--- src/rtl/pattern.sv ---
// Serial "00"/"11" run detector: Moore FSM, one bit sampled per rising clock edge.
// detect is registered together with the state, so it is glitch-free.
module pattern #(
    parameter bit OVERLAP = 1'b1
) (
    input  logic clk,
    input  logic reset,
    input  logic inbits,
    output logic detect
);

    typedef enum logic [2:0] {
        S_IDLE = 3'd0,
        S_L0   = 3'd1,
        S_L1   = 3'd2,
        S_D0   = 3'd3,
        S_D1   = 3'd4
    } state_t;

    state_t state;

    // detect is loaded with the decode of the state being entered, so it always equals (state is S_D0 or S_D1).
    always_ff @(posedge clk or negedge reset) begin
        if (!reset) begin
            state  <= S_IDLE;
            detect <= 1'b0;
        end else begin
            unique case (state)
                S_IDLE: begin
                    state  <= inbits ? S_L1 : S_L0;
                    detect <= 1'b0;
                end
                S_L0: begin
                    state  <= inbits ? S_L1 : S_D0;
                    detect <= !inbits;
                end
                S_L1: begin
                    state  <= inbits ? S_D1 : S_L0;
                    detect <= inbits;
                end
                S_D0: begin
                    if (inbits) begin
                        state  <= S_L1;
                        detect <= 1'b0;
                    end else begin
                        state  <= OVERLAP ? S_D0 : S_L0;
                        detect <= OVERLAP;
                    end
                end
                S_D1: begin
                    if (!inbits) begin
                        state  <= S_L0;
                        detect <= 1'b0;
                    end else begin
                        state  <= OVERLAP ? S_D1 : S_L1;
                        detect <= OVERLAP;
                    end
                end
                default: begin
                    state  <= S_IDLE;
                    detect <= 1'b0;
                end
            endcase
        end
    end

endmodule

--- config.mk ---
export PLATFORM = sky130hd
export DESIGN_NAME = pattern
export DESIGN_NICKNAME = d
export VERILOG_FILES = /design/src/rtl/pattern.sv
export SDC_FILE = /design/constraint.sdc
export NUM_CORES = 1
export LEC_CHECK = 0
export CAP_MARGIN = 20
export CORE_AREA = 4 4 41 43
export DETAILED_ROUTE_END_ITERATION = 7
export DIE_AREA = 0 0 45 47
export HOLD_SLACK_MARGIN = 0.03
export PLACE_DENSITY = 0.33
export SYNTH_ARGS = -nofsm -noshare
export SYNTH_HDL_FRONTEND = slang
export SYNTH_SLANG_ARGS = --single-unit
--- constraint.sdc ---
create_clock -name clk -period 2.9 [get_ports clk]
set_clock_uncertainty 0.2 [all_clocks]
set_input_delay 0.58 -clock clk [delete_from_list [all_inputs] [get_ports clk]]
set_output_delay 0.58 -clock clk [all_outputs]
set_load 0.02 [all_outputs]
Word-level counts from Yosys, hierarchy flattened
Index checks and enable logic that the tools add are counted.
{"block": "totals", "out_inout_bits": 1, "elab_cells": 17, "ff_bits": 4, "input_bits": 3}
{"block": "classes", "reduce_logical": 4, "n_eq_ne": 4, "mux": 7}
{"op": "3-bit case mux with 3 select lines", "count": 1}
{"op": "3-bit by 2-bit == test with 1-bit output, second input constant", "count": 2}
{"op": "1-bit case mux with 4 select lines", "count": 1}
{"op": "2-bit OR reduction", "count": 2}
{"op": "3-bit by 1-bit == test with 1-bit output, second input constant", "count": 1}
{"op": "3-bit == test, second input constant", "count": 1}
{"op": "3-bit zero test", "count": 1}
{"op": "1-bit 2-to-1 mux", "count": 3}
{"op": "3-bit 2-to-1 mux", "count": 1}
{"op": "2-bit 2-to-1 mux", "count": 1}
{"op": "1-bit zero test", "count": 1}

Logic depth before layout (Yosys ltp)
Gate-level depths: netlist of the first run.
{"block": "depth", "ltp_word": 3, "ltp_mapped": 2, "mapped_depth_nobuf": 2}

Least setup slack after synthesis of the first run
No wires, ideal clock.
{"block": "synth_timing", "path_kind": "in2reg", "from": "in inbits", "to": "reg detect", "cell_stages": 2, "setup_time_ns": 0.131, "path_slack_ns": 1.473, "path_buffers": 0, "t_arrival_ns": 1.096, "required_ns": 2.569, "cell_sequence": "and4bb_1 -> or3_1"}
{"block": "synth_via", "elab_chain_cells": 2, "word_cells_on_any_way": 4, "classes_between": "3 x mux; 1 x reduce/logical"}
{"item": "start, declared", "line": "8", "rtl": "input logic inbits,"}
{"item": "1-bit 2-to-1 mux (tied with other cells)", "line": "51", "rtl": "if (!inbits) begin"}
{"item": "1-bit case mux with 4 select lines *", "line": "28", "rtl": "unique case (state)"}
{"item": "end signal, assigned", "line": "35", "rtl": "detect <= !inbits;"}
{"item": "end signal, assigned", "line": "39", "rtl": "detect <= inbits;"}
{"item": "end, declared", "line": "9", "rtl": "output logic detect"}
Mark *: on every way between the ends. The rest lies on a longest branch, timed or not.

Worst setup path in the final report of the first run
{"block": "layout_timing", "from": "reg detect", "to": "out detect"}
No word-level cell between the ends.

==> results.sh, run 1 <==
export IMPL_status="completed"
export IMPL_worst_pin_slew_ns=0.212
export IMPL_fmax_mhz=519
export IMPL_synth_top_cell_by_area="dfrtp_1"
export IMPL_place_inst=33
export IMPL_overflow=0
export IMPL_first_iter_violations=1
export IMPL_cts_hold_buffers=0
export IMPL_nFillCells=145
export IMPL_path_delay_family="buffers and inverters"
export IMPL_portBuffers=3
export IMPL_core_area_um2=1300
export IMPL_firstDrtPassIters=2
export IMPL_min_path_type="in2async"
export IMPL_ctsRootBufferMaster="clkbuf_4"
export IMPL_htreeDepth=1
export IMPL_post_cts_buffers=0
export IMPL_grt_antenna_before_repair=0
export IMPL_synth_edf_count=0
export IMPL_remaining_drc_errors=0
export IMPL_path_max_fanout=1
export IMPL_synth_top_area_share_pct=56.3
export IMPL_synth_async_reset_ratio_pct=100
export IMPL_cpMaxStageDelayCell="clkdlybuf4s50_1"
export IMPL_ys_warnings_count=0
export IMPL_detail_route_antenna_nets=0
export IMPL_grt_pass1_vias=130
export IMPL_ys_flop_type="dfrtp_1"
export IMPL_viasPerCell=3.72
export IMPL_syn_nets=18
export IMPL_rows=13
export IMPL_drive_above_1_share_pct=14.3
export IMPL_post_route_period_util_pct=66.5
export IMPL_pwr_density_cell_nw_per_um2=683
export IMPL_syn_cell_area_um2=178
export IMPL_synth_area_top_cells="dfrtp_1, and4bb_1, nor4bb_1"
export IMPL_multiInputGateArea_um2=73.8
export IMPL_hpwl_um=240
export IMPL_slew_headroom_pct=85.8
export IMPL_insertion_delay_ns=0.24
export IMPL_postSynthCellCount=15
export IMPL_ir_drop_mv=0.272
export IMPL_synth_cell_type_count=12
export IMPL_fin_util_pct=19.1
export IMPL_finalSetupViolations=0
export IMPL_nNetsFinal=26
export IMPL_fin_setup_tns_ns=0
export IMPL_clkTransAtPathRegs_ns=0.04
export IMPL_yosysMostFrequentCell="dfrtp_1"
export IMPL_drv_slew=0
export IMPL_worst_ep_required_time_ns=2.12
export IMPL_critPathMaxStageDelay_ns=0.59
export IMPL_wl_um=332
export IMPL_io_pins=4
export IMPL_fp_dieH_um=47
export IMPL_start_util_pct=13.7
export IMPL_ys_ff_latch=4
export IMPL_yosysSeqAreaShare_pct=56.3
export IMPL_regArea_um2=100
export IMPL_antenna_cells=0
export IMPL_worstPathArrival_ns=1.15
export IMPL_finalNonFillerCells=36
export IMPL_post_cts_resized=0
export IMPL_grt_start_max_net_pins=7
export IMPL_end_kind="output port"
export IMPL_hold_violations=0
export IMPL_rsz0062_at_grt="no"
export IMPL_total_power_uw=170
export IMPL_leakage_nw=0.114
export IMPL_cts_made_buffers=3
export IMPL_period_needed_ns=1.93
export IMPL_grt_usage_pct=5.63
export IMPL_gp_congestion=0.734
export IMPL_avgSynthCellArea_um2=11.8
export IMPL_tritoncts="built"
export IMPL_clockBufferDepth=2
export IMPL_clkSinkCount=4
export IMPL_dieWidth_um=45
export IMPL_num_vias=134
export IMPL_crit_path_start_kind="register"
export IMPL_grt_pass1_wl_um=593
export IMPL_area_growth_pct=40.1
export IMPL_critPathBufInv=1
export IMPL_max_cap_violations=0
export IMPL_path_class="reg2out"
export IMPL_crit_chain="clkdlybuf4s50_1"
export IMPL_dieArea_um2=2120
export IMPL_detail_route_wl_per_cell_um=9.22
[metal layers]
metal	global-route usage, %	share of wire [%]	vias to the layer above
met4	10.5	9.9	0
met3	6.90	14	4
met5	0	0	-
met2	4.24	37	7
li1	-	-	65
met1	4.60	39	58
[state kept, by name, indices dropped and copies added (netlist names)]
name,flops
state,3
detect,1
[worst paths after layout]
check / cells past startpoint / startpoint / slack (ns) / endpoint
setup / recovery: 1 / detect / 0.97 / detect
max in group asynchronous: 1 / reset / 1.99 / state[1]
hold / removal: 1 / reset / 0.34 / state[2]
setup reg to reg: 2 / state[2] / 1.58 / detect
min in group clk: 1 / state[2] / 0.35 / state[1]
hold reg to reg: 1 / state[2] / 0.35 / state[1]
[metrics by stage]
| step | hold slack (ns) | cell area, um2 | setup slack (ns) |
|---|---|---|---|
| after floorplan | 0.0844 | 178 | 1.47 |
| after global placement | 0.323 | 226 | 0.905 |
| after detailed placement | 0.339 | 226 | 0.897 |
| final | 0.341 | 249 | 0.972 |
| after CTS | 0.342 | 249 | 0.953 |
| after global routing | 0.352 | 249 | 0.929 |
[power by group]
group | internal [mW] | switching [mW]
clock network | 0.0463 | 0.0230
registers | 0.0646 | 0.00891
logic | 0.0168 | 0.0106
[cell families (layout without fill, tap and decap cells)]
family | count (synthesis) | in the layout | share of synthesized area, %
buf+inv | 1 | 7 | 2.11
compound gates | 2 | 2 | 7.04
simple gates | 7 | 7 | 29.6
flops | 4 | 4 | 56.3
xor+xnor | 1 | 1 | 4.93
[cells in the final DEF (no fill, tap or decap)]
cell / count
dfrtp_1: 4
clkbuf_4: 3
clkdlybuf4s50_1: 3
and4bb_1: 1
nor3b_1: 1
nor4bb_1: 1
or3_1: 1
inv_1: 1
nand2b_1: 1
a21oi_1: 1
o21a_1: 1
nor2_1: 1
xor2_1: 1
and3_1: 1
[area by class of cell]
class | count | area share [%]
clock buffers | 3 | 9.05
inverters | 1 | 1.51
multi-input cells | 10 | 29.6
flip-flops and latches | 4 | 40.2
well taps | 15 | 7.54
repair buffers | 3 | 12.1
Power figures use the tool's default switching activity.
==> run 2, diff against run 1 <==
clock period = 1.7 ns   (was 2.9 ns; I/O delays follow)
==> run 2 against run 1 <==
  * Via count up 4.5%
  * Non-clock buffer count is 1 higher
  * Sequential power grew 70%
  * Final cell count grew 2.8%
  * Sequential share of layout area fell by 0.99 points
  * Worst hold slack got worse by 0.24 ns
  * Global-route usage down 0.075 points
  * Die area unchanged
  * Count of clock-buffer cells in the layout unchanged
  * Largest cell class unchanged
==> results.sh, run 2 (same netlist as run 1, synthesis figures left out) <==
export IMPL_wl_um=332
export IMPL_layout_common_cells="dfrtp_1, clkbuf_4, clkdlybuf4s50_1"
export IMPL_dieArea_um2=2120
export IMPL_rows=13
export IMPL_ir_drop_mv=0.441
export IMPL_internal_power_uw=216
export IMPL_reg2reg_to="detect"
export IMPL_insertion_delay_ns=0.23
export IMPL_end_kind="register"
export IMPL_worstPathArrival_ns=1.35
export IMPL_cts_made_buffers=3
export IMPL_largest_reg_flops=3
export IMPL_post_route_period_util_pct=84.7
export IMPL_detail_route_wl_per_cell_um=8.97
export IMPL_hold_violations=0
export IMPL_portBuffers=3
export IMPL_detail_route_antenna_nets=0
export IMPL_worst_ep_required_time_ns=1.61
export IMPL_combPwrFrac_pct=16.0
export IMPL_layout_commonest_cell="dfrtp_1"
export IMPL_period_needed_ns=1.44
export IMPL_cts_hold_buffers=0
export IMPL_hpwl_um=263
export IMPL_tritoncts="built"
export IMPL_switching_power_uw=71.1
export IMPL_grt_start_max_net_pins=7
export IMPL_viasPerCell=3.78
export IMPL_grt_antenna_before_repair=0
export IMPL_fmax_mhz=694
export IMPL_swShare_pct=24.8
export IMPL_pwr_density_cell_nw_per_um2=1120
export IMPL_nNetsFinal=27
export IMPL_grt_pass1_wl_um=710
export IMPL_postLayoutCellArea_um2=255
export IMPL_r2r_start="state[2]"
export IMPL_antenna_cells=0
export IMPL_path_max_fanout=4
export IMPL_post_cts_buffers=0
export IMPL_worst_pin_slew_ns=0.220
export IMPL_worst_slack_ns=0.260
export IMPL_min_path_type="in2async"
export IMPL_dieWidth_um=45
export IMPL_first_iter_violations=3
export IMPL_post_cts_resized=1
export IMPL_critPathLaunch="inbits"
export IMPL_leakage_nw=0.122
export IMPL_finalSetupViolations=0
export IMPL_largest_register="state"
export IMPL_gp_congestion=0.756
export IMPL_dpl_instance_area_um2=234
export IMPL_start_util_pct=13.7
export IMPL_num_vias=140
export IMPL_total_power_uw=287
export IMPL_area_growth_pct=43.7
export IMPL_seqPwrFrac_pct=43.6
export IMPL_r2r_cells=2
export IMPL_overflow=0
export IMPL_htreeDepth=1
export IMPL_reg2reg_slack_ns=0.39
export IMPL_fin_util_pct=19.6
export IMPL_reg_top3="state (3), detect (1)"
export IMPL_drv_slew=0
export IMPL_rsz0062_at_grt="no"
export IMPL_firstDrtPassIters=2
export IMPL_slew_headroom_pct=85.4
export IMPL_fp_dieH_um=47
export IMPL_core_area_um2=1300
export IMPL_grt_pass1_vias=176
export IMPL_clkSinkCount=4
export IMPL_ctsRootBufferMaster="clkbuf_4"
export IMPL_drive_above_1_share_pct=18.2
export IMPL_clockBufferDepth=2
export IMPL_grt_usage_pct=5.56
export IMPL_nFillCells=151
export IMPL_clock_power_share_pct=40.4
export IMPL_place_ws_ns=0.00687
export IMPL_remaining_drc_errors=0
export IMPL_max_cap_violations=0
export IMPL_io_pins=4
export IMPL_path_class="in2reg"
export IMPL_clkTransAtPathRegs_ns=0.04
export IMPL_status="completed"
export IMPL_hold_ws_ns=0.105
export IMPL_crit_path_start_kind="input port"
run 2: cell type report:
| cell class | count | area, um2 | share of cell area, % |
|---|---|---|---|
| tap | 15 | 18.8 | 7.35 |
| clock buffer | 3 | 22.5 | 8.82 |
| inverter | 1 | 3.75 | 1.47 |
| timing repair buffer | 4 | 36.3 | 14.2 |
| multi-input combinational | 10 | 73.8 | 28.9 |
| sequential | 4 | 100 | 39.2 |
run 2: worst max path at each step:
stage / endpoint / cells past startpoint / slack (ns)
2_1_floorplan: detect / 2 / 0.45
3_3_place_gp: detect / 3 / -0.003
3_5_place_dp: detect / 3 / 0.007
4_1_cts: detect / 1 / 0.25
5_1_grt: detect / 3 / 0.21
6_report: detect / 3 / 0.26
run 2: routing by layer:
| layer | global-route usage (%) | share of wire (%) |
|---|---|---|
| met5 | 0 | 0 |
| met4 | 7.02 | 5.7 |
| met1 | 4.84 | 38 |
| met2 | 7.06 | 46 |
| met3 | 4.60 | 9.6 |
run 2: critical path: stages:
cell             delay (ns)
clkdlybuf4s50_1        0.45
and4bb_1               0.21
or3_1                  0.35
run 2: through the flow:
step,TNS [ns],std cells
floorplan,0,15
detailed placement,0,34
global route,0,37
finish,0,37
CTS,0,37
global placement,-0.00330,34
run 2: power groups by stage:
stage	sequential, mW	combinational (mW)	clock [mW]
final	0.125	0.0458	0.116
after global routing	0.129	0.0526	0.137
after CTS	0.125	0.0468	0.122
after detailed placement	0.127	0.0499	0
after global placement	0.126	0.0487	0
after floorplan	0.129	0.0233	0
